File: config.mk
export PLATFORM = sky130hd
export DESIGN_NAME = key_debounce_mc
export DESIGN_NICKNAME = d
export VERILOG_FILES = /design/src/rtl/key_debounce_mc.sv
export SDC_FILE = /design/constraint.sdc
export NUM_CORES = 1
export LEC_CHECK = 0
export CORE_MARGIN = 1
export CORE_UTILIZATION = 38
export CTS_BUF_LIST = sky130_fd_sc_hd__clkbuf_16
export CTS_CLUSTER_SIZE = 40
export DETAILED_ROUTE_END_ITERATION = 16
export MAX_ROUTING_LAYER = met4
export SLEW_MARGIN = 20
export SYNTH_ARGS = -nofsm -noshare
export SYNTH_HDL_FRONTEND = slang
export SYNTH_SLANG_ARGS = --single-unit
File: constraint.sdc
create_clock -name clk -period 8.05 [get_ports clk]
set_clock_uncertainty 0.2 [all_clocks]
set_input_delay 1.61 -clock clk [delete_from_list [all_inputs] [get_ports clk]]
set_output_delay 1.61 -clock clk [all_outputs]
set_load 0.01 [all_outputs]
File: src/rtl/key_debounce_mc.sv
// Multi-channel key conditioner: synchronizer, stable-sample filter,
// press/release pulses, long-press event and auto-repeat per channel.
module key_debounce_mc #(
    parameter int N            = 4,
    parameter int DEBOUNCE_CYC = 1000000,
    parameter int LONG_CYC     = 50000000,
    parameter int REPEAT_CYC   = 10000000,
    parameter int ACTIVE_LOW   = 1,
    parameter int REPEAT_EN    = 1
) (
    input  logic         clk,
    input  logic         rst,
    input  logic [N-1:0] key,
    output logic [N-1:0] key_state,
    output logic [N-1:0] key_press,
    output logic [N-1:0] key_release,
    output logic [N-1:0] key_long,
    output logic [N-1:0] key_repeat
);

    localparam int DW   = $clog2(DEBOUNCE_CYC);
    localparam int HMAX = (LONG_CYC > REPEAT_CYC) ? LONG_CYC : REPEAT_CYC;
    localparam int HW   = $clog2(HMAX);

    localparam logic [DW-1:0] DB_LAST   = DW'(DEBOUNCE_CYC - 1);
    localparam logic [HW-1:0] LONG_LAST = HW'(LONG_CYC - 1);
    localparam logic [HW-1:0] REP_LAST  = HW'(REPEAT_CYC - 1);

    localparam logic [N-1:0] INACT = (ACTIVE_LOW != 0) ? {N{1'b1}} : {N{1'b0}};

    localparam logic [1:0] ST_IDLE = 2'd0;
    localparam logic [1:0] ST_HELD = 2'd1;
    localparam logic [1:0] ST_LONG = 2'd2;

    logic [N-1:0] s1;
    logic [N-1:0] s2;
    logic [N-1:0] lvl;

    always_ff @(posedge clk or posedge rst) begin
        if (rst) begin
            s1 <= INACT;
            s2 <= INACT;
        end else begin
            s1 <= key;
            s2 <= s1;
        end
    end

    // Normalise so that 1 always means "pressed" downstream.
    assign lvl = (ACTIVE_LOW != 0) ? ~s2 : s2;

    for (genvar i = 0; i < N; i++) begin : g_ch
        logic [DW-1:0] db_cnt;
        logic          st_q;
        logic          press_q;
        logic          rel_q;
        logic          db_hit;
        logic          acc_press;
        logic          acc_rel;
        logic [1:0]    hstate;
        logic [HW-1:0] hcnt;
        logic          long_q;
        logic          rep_q;

        assign db_hit    = (lvl[i] != st_q) && (db_cnt == DB_LAST);
        assign acc_press = db_hit && lvl[i];
        assign acc_rel   = db_hit && !lvl[i];

        always_ff @(posedge clk or posedge rst) begin
            if (rst) begin
                db_cnt  <= '0;
                st_q    <= 1'b0;
                press_q <= 1'b0;
                rel_q   <= 1'b0;
            end else begin
                press_q <= acc_press;
                rel_q   <= acc_rel;
                if (lvl[i] == st_q) begin
                    db_cnt <= '0;
                end else if (db_hit) begin
                    db_cnt <= '0;
                    st_q   <= lvl[i];
                end else begin
                    db_cnt <= db_cnt + DW'(1);
                end
            end
        end

        // An accepted release always takes priority over hold thresholds.
        always_ff @(posedge clk or posedge rst) begin
            if (rst) begin
                hstate <= ST_IDLE;
                hcnt   <= '0;
                long_q <= 1'b0;
                rep_q  <= 1'b0;
            end else begin
                long_q <= 1'b0;
                rep_q  <= 1'b0;
                if (acc_rel) begin
                    hstate <= ST_IDLE;
                    hcnt   <= '0;
                end else begin
                    unique case (hstate)
                        ST_IDLE: begin
                            hcnt <= '0;
                            if (acc_press) begin
                                hstate <= ST_HELD;
                            end
                        end
                        ST_HELD: begin
                            if (hcnt == LONG_LAST) begin
                                long_q <= 1'b1;
                                hcnt   <= '0;
                                hstate <= ST_LONG;
                            end else begin
                                hcnt <= hcnt + HW'(1);
                            end
                        end
                        ST_LONG: begin
                            if (REPEAT_EN == 0) begin
                                hcnt <= '0;
                            end else if (hcnt == REP_LAST) begin
                                rep_q <= 1'b1;
                                hcnt  <= '0;
                            end else begin
                                hcnt <= hcnt + HW'(1);
                            end
                        end
                        default: begin
                            hstate <= ST_IDLE;
                            hcnt   <= '0;
                        end
                    endcase
                end
            end
        end

        assign key_state[i]   = st_q;
        assign key_press[i]   = press_q;
        assign key_release[i] = rel_q;
        assign key_long[i]    = long_q;
        assign key_repeat[i]  = (REPEAT_EN != 0) ? rep_q : 1'b0;
    end

endmodule

==> results.py, run 1 <==
metrics = {
    "status": {
        "run_status": "finished clean",
    },
    "clocking": {
        "cts_buffers": 25,
        "clk_pin_slew_ps": 60,
        "cts.sinks": 220,
        "clk_path_buf_depth": 3,
        "cts_resized": 0,
        "cts_root_buffer": "clkbuf_16",
        "hold_buffers": 0,
        "cts_tree": "yes",
        "post_cts_buffers": 0,
        "clk_latency_ps": 530,
        "htreeDepth": 1,
    },
    "layout": {
        "regMostFlops": "g_ch.hcnt",
        "layout-drive-gt1-share": 0.0493,
        "top_regs": "g_ch.hcnt (104), g_ch.db_cnt (80), g_ch.hstate (8)",
        "antennaDiodeCount": 0,
        "fin_nets": 1169,
        "largest_register_ffs": 104,
        "mostFrequentLayoutCells": "239 x nor2_1, 212 x dfrtp_1, 105 x xnor2_1",
        "multi_input_area_mm2": 0.00507,
        "final_common_cell": "nor2_1",
        "seqCellArea_mm2": 0.00552,
        "syn_to_final_growth_pct": 11.6,
        "fillers": 2760,
        "final_cells": 1535,
    },
    "sta": {
        "fin_crit_ps": 3360,
        "worstMarginPinSlew_ps": 1110,
        "hold_violations": 0,
        "whs_ps": 157,
        "fmax_mhz": 297,
        "timing.setup.tns_ps": 0,
        "post-route-period-util": 0.418,
        "slew_viol_final": 0,
        "rsz0062_at_grt": "false",
        "max_slew_margin": 0.258,
        "setup_viol": 0,
    },
    "floorplanning": {
        "core_mm2": 0.0281,
        "ios": 26,
        "rows": 61,
        "fp.dieArea_mm2": 0.0295,
        "die_y_um": 172,
        "initial_core_util": 0.390,
        "die_w_um": 172,
    },
    "detailed_routing": {
        "num_vias": 7770,
        "viasPerCell": 5.06,
        "wirelength_mm": 20.2,
        "drtPass1Iterations": 4,
        "drt_iter0_drc": 531,
        "final_antenna_net_count": 0,
        "drc": 0,
        "post_drt_wl_per_cell_um": 13.2,
    },
    "power": {
        "vdd_drop_max_v": 0.000171,
        "p_leak_nw": 4.77,
        "powerDensity_mw_per_mm2": 177,
    },
    "global_routing": {
        "grt_pass1_vias": 7538,
        "groute.usage.overall": 0.149,
        "grt_max_degree": 93,
        "grt.overflow.total": 0,
        "antenna_found_initial": 0,
        "grt_pass1_wl_mm": 35.8,
    },
    "logic_synthesis": {
        "ys_seq_area_frac": 0.504,
        "ys_ff_latch": 220,
        "synth_async_sr_flop_share": 1.00,
        "yosys_warnings": 0,
        "yosys_most_used_dff": "dfrtp_1",
        "syn_nets": 1148,
        "synth_top_area_share": 0.485,
        "synth_area_per_cell_um2": 9.80,
        "synth_edf_count": 0,
        "netlist.top_cell.by_area": "dfrtp_1",
        "ys_types": 55,
        "netlist_top_cells_area": "dfrtp_1 48%, xnor2_1 8.4%, nor2_1 8.2%, xor2_1 5.4%, nand3_1 3.2%",
        "syn_inst": 1117,
        "syn_area_mm2": 0.0109,
    },
    "critical_path": {
        "crit_fanout": 6,
        "setup.worst_path.end_class": "output port",
        "required_ps": 6240,
        "r2r_cells": 5,
        "critPathSlowestCell": "clkdlybuf4s50_1",
        "crit_chain": "clkdlybuf4s50_1",
        "crit_arrival_ps": 1550,
        "cp.depth": 1,
        "crit_path_start_kind": "flop",
        "path_class": "reg -> out",
        "slowest_delay_ps": 580,
        "path_buf_inv": 1,
        "critical-path-top-delay-family": "buffers and inverters",
    },
    "place": {
        "port_buffers": 25,
        "dp_hpwl_mm": 13.1,
        "placed_cells": 1489,
        "gp_congestion": 0.785,
    },
    "hold_path": {
        "min_path_type": "reg -> reg",
        "hold_path_depth": 0,
    },
    "run": {
        "max_cap_violations": 0,
    },
}
## synthesized netlist by cell type (4+ instances only)
cell and number:
ha_1 25, clkbuf_1 9, dfstp_2 8, buf_4 20, nor3_1 34, and4_1 12
xnor2_1 105, nand3_1 71, o21ai_0 5, nor4_1 32, nor3b_1 5, o211ai_1 4
xor2_1 67, or4_1 11, dfrtp_1 212, or4b_2 4, nor2_1 239, o41a_1 4
nor4b_1 8, and3_1 26, nand4_1 47, nand2_1 76, nand4b_1 4, buf_2 4
inv_1 38, nor4bb_1 5
## final timing paths
| check | start | endpoint | slack (ps) |
|---|---|---|---|
| worst max-delay path | g_ch[2].st_q | key_state[2] | 4690 |
| worst min-delay path | s1[1] | s2[1] | 160 |
| worst max register to register | g_ch[2].hcnt[8] | g_ch[2].hcnt[6] | 4880 |
| worst min register to register | s1[1] | s2[1] | 160 |
| max in group asynchronous | rst | g_ch[1].hcnt[21] | 5020 |
| min in group asynchronous | rst | g_ch[3].db_cnt[4] | 1400 |
## layer usage
metal	routed length [um]	global-route usage	vias up	part of all wire
met4	529	0.0408	0	0.026
met2	9030	0.231	82	0.45
li1	-	-	3864	-
met5	0	-	-	0
met3	540	0.0202	41	0.027
met1	10100	0.204	3783	0.50
## report_power, final
| group | internal [mW] | switching (mW) | total (mW) |
|---|---|---|---|
| sequential | 1.11 | 0.00644 | 1.12 |
| combinational | 0.00842 | 0.0309 | 0.0393 |
| clock | 0.561 | 0.445 | 1.01 |
## kinds of logic after synthesis
group                    share of synthesized area
multiplexers                              0.000915
adder cells (fa/ha/maj)                     0.0286
AND/OR/NAND/NOR                              0.268
buffers and inverters                       0.0337
flip-flops                                   0.504
AO/OA/AOI/OAI                               0.0268
XOR/XNOR                                     0.138
## final cells by class
type | count | area share
sequential | 220 | 0.452
multi-input combinational | 824 | 0.415
clock buffer | 25 | 0.0512
tap | 378 | 0.0387
timing repair buffer | 29 | 0.0229
inverter | 38 | 0.0123
clock inverter | 21 | 0.00779
## metrics by stage
step	worst slack (ps)	cell area (um^2)	util	power [mW]
floorplan	232	10900	-	1.17
global route	4630	12200	0.435	2.25
detailed placement	4330	11500	0.409	1.18
global placement	4360	11500	0.409	1.18
finish	4690	12200	0.435	2.17
CTS	4660	12200	0.434	2.21
Note: power is estimated with default switching activity, not from simulation.
==> run 2: changes to the inputs <==
- clock period: 8.05 -> 3 ns (I/O delays scaled with it)
==> run 2 against run 1 <==
Clock power rose to 2.8 times the previous value; worst hold slack better by 0.51 ps; die area did not move; clock-buffer cell count unchanged; critical endpoint is now g_ch[2].hstate[1].
==> results.py, run 2 (synthesis results as in run 1) <==
metrics = {
    "floorplanning": {
        "initial_core_util": 0.390,
        "die_y_um": 172,
        "fp.dieArea_mm2": 0.0295,
        "die_w_um": 172,
        "rows": 61,
        "core_mm2": 0.0281,
        "ios": 26,
    },
    "sta": {
        "fmax_mhz": 348,
        "hold_violations": 0,
        "worstMarginPinSlew_ps": 755,
        "max_slew_margin": 0.490,
        "post-route-period-util": 0.958,
        "fin_crit_ps": 2870,
        "slew_viol_final": 0,
        "setup_viol": 0,
        "rsz0062_at_grt": "false",
    },
    "layout": {
        "top_regs": "g_ch.hcnt (104), g_ch.db_cnt (80), g_ch.hstate (8)",
        "final_common_cell": "nor2_1",
        "fillers": 2704,
        "fin_nets": 1197,
        "multi_input_area_mm2": 0.00507,
        "final_util": 0.445,
        "largest_register_ffs": 104,
        "antennaDiodeCount": 0,
        "layout-drive-gt1-share": 0.0720,
        "regMostFlops": "g_ch.hcnt",
        "syn_to_final_growth_pct": 14.3,
        "seqCellArea_mm2": 0.00552,
        "mostFrequentLayoutCells": "239 x nor2_1, 212 x dfrtp_1, 105 x xnor2_1",
    },
    "critical_path": {
        "slowest_delay_ps": 550,
        "setup.worst_path.end_class": "flop",
        "critPathSlowestCell": "or4_4",
        "crit_arrival_ps": 3070,
        "crit_fanout": 5,
        "crit_chain": "or4_1 -> or4_4 -> o41a_1 -> a2111o_1 -> o211a_1",
        "path_buf_inv": 0,
        "crit_path_start_kind": "flop",
        "required_ps": 3190,
        "critical-path-top-delay-family": "simple AND/OR/NAND/NOR gates",
        "path_class": "reg -> reg",
    },
    "clocking": {
        "clk_pin_slew_ps": 60,
        "cts_root_buffer": "clkbuf_16",
        "clk_latency_ps": 520,
        "cts_buffers": 25,
        "clk_path_buf_depth": 3,
        "htreeDepth": 1,
        "cts.sinks": 220,
        "post_cts_buffers": 0,
        "cts_tree": "yes",
    },
    "detailed_routing": {
        "drt_iter0_drc": 513,
        "viasPerCell": 4.99,
        "drc": 0,
        "wirelength_mm": 20.4,
        "final_antenna_net_count": 0,
        "num_vias": 7779,
        "drtPass1Iterations": 5,
        "post_drt_wl_per_cell_um": 13.1,
    },
    "place": {
        "gp_congestion": 0.842,
        "port_buffers": 25,
        "dp_hpwl_mm": 13.6,
    },
    "status": {
        "run_status": "finished clean",
    },
    "global_routing": {
        "grt.overflow.total": 0,
        "groute.usage.overall": 0.151,
        "antenna_found_initial": 0,
        "grt_pass1_wl_mm": 36.2,
        "grt_max_degree": 57,
        "grt_pass1_vias": 7632,
    },
    "power": {
        "p_leak_nw": 4.95,
        "powerDensity_mw_per_mm2": 478,
        "vdd_drop_max_v": 0.000377,
        "p_total_mw": 5.97,
    },
    "hold_path": {
        "min_path_type": "reg -> reg",
    },
    "run": {
        "max_cap_violations": 0,
    },
}
run 2: layer usage:
metal  wire, um  track usage  vias to the layer above
met5          0            -                        -
met4        433       0.0380                        0
met3        568       0.0230                       33
met2       9030        0.231                       90
met1      10300        0.208                     3740
li1           -            -                     3916
run 2: power breakdown:
part / internal, mW / switching [mW]
sequential: 2.99 / 0.0183
clock: 1.67 / 1.17
combinational: 0.0366 / 0.0865
total: 4.70 / 1.28
run 2: timing repair:
item,4_1_cts,5_1_grt
gates resized for setup,1,0
hold buffers,0,0
setup endpoints to repair,26,0
run 2: layout make-up:
cell class	count	area share
clock buffers	25	0.0500
multi-input cells	824	0.405
flip-flops and latches	220	0.441
inverters	38	0.0117
well taps	378	0.0378
repair buffers	57	0.0442
clock inverters	17	0.0104
run 2: worst register-to-register path, cell delays in order (launching register included):
cell and delay (ps):
dfrtp_1 400, or4_1 530, or4_4 550, o41a_1 540, a2111o_1 410, o211a_1 120
run 2: per-stage QoR:
step	hold slack (ps)	std cells	instance area [um^2]	setup TNS [ps]	setup WS [ps]
3_3_place_gp	147	1517	11700	-1190	-59.0
2_1_floorplan	145	1117	10900	-140250	-662
4_1_cts	160	1559	12500	0	124
3_5_place_dp	151	1517	11700	-1890	-96.3
6_report	157	1559	12500	0	127
5_1_grt	161	1559	12500	0	39.9
run 2: path summary, 6_finish.rpt:
path / from / to / slack [ps] / cells past startpoint
worst max-delay path: g_ch[2].hcnt[11] / g_ch[2].hstate[1] / 130 / 5
worst min-delay path: s1[0] / s2[0] / 160 / 0
worst max register to register: g_ch[2].hcnt[11] / g_ch[2].hstate[1] / 130 / 5
worst min register to register: s1[0] / s2[0] / 160 / 0
max in group asynchronous: rst / s2[0] / 1690 / 3
min in group asynchronous: rst / g_ch[3].db_cnt[3] / 250 / 2
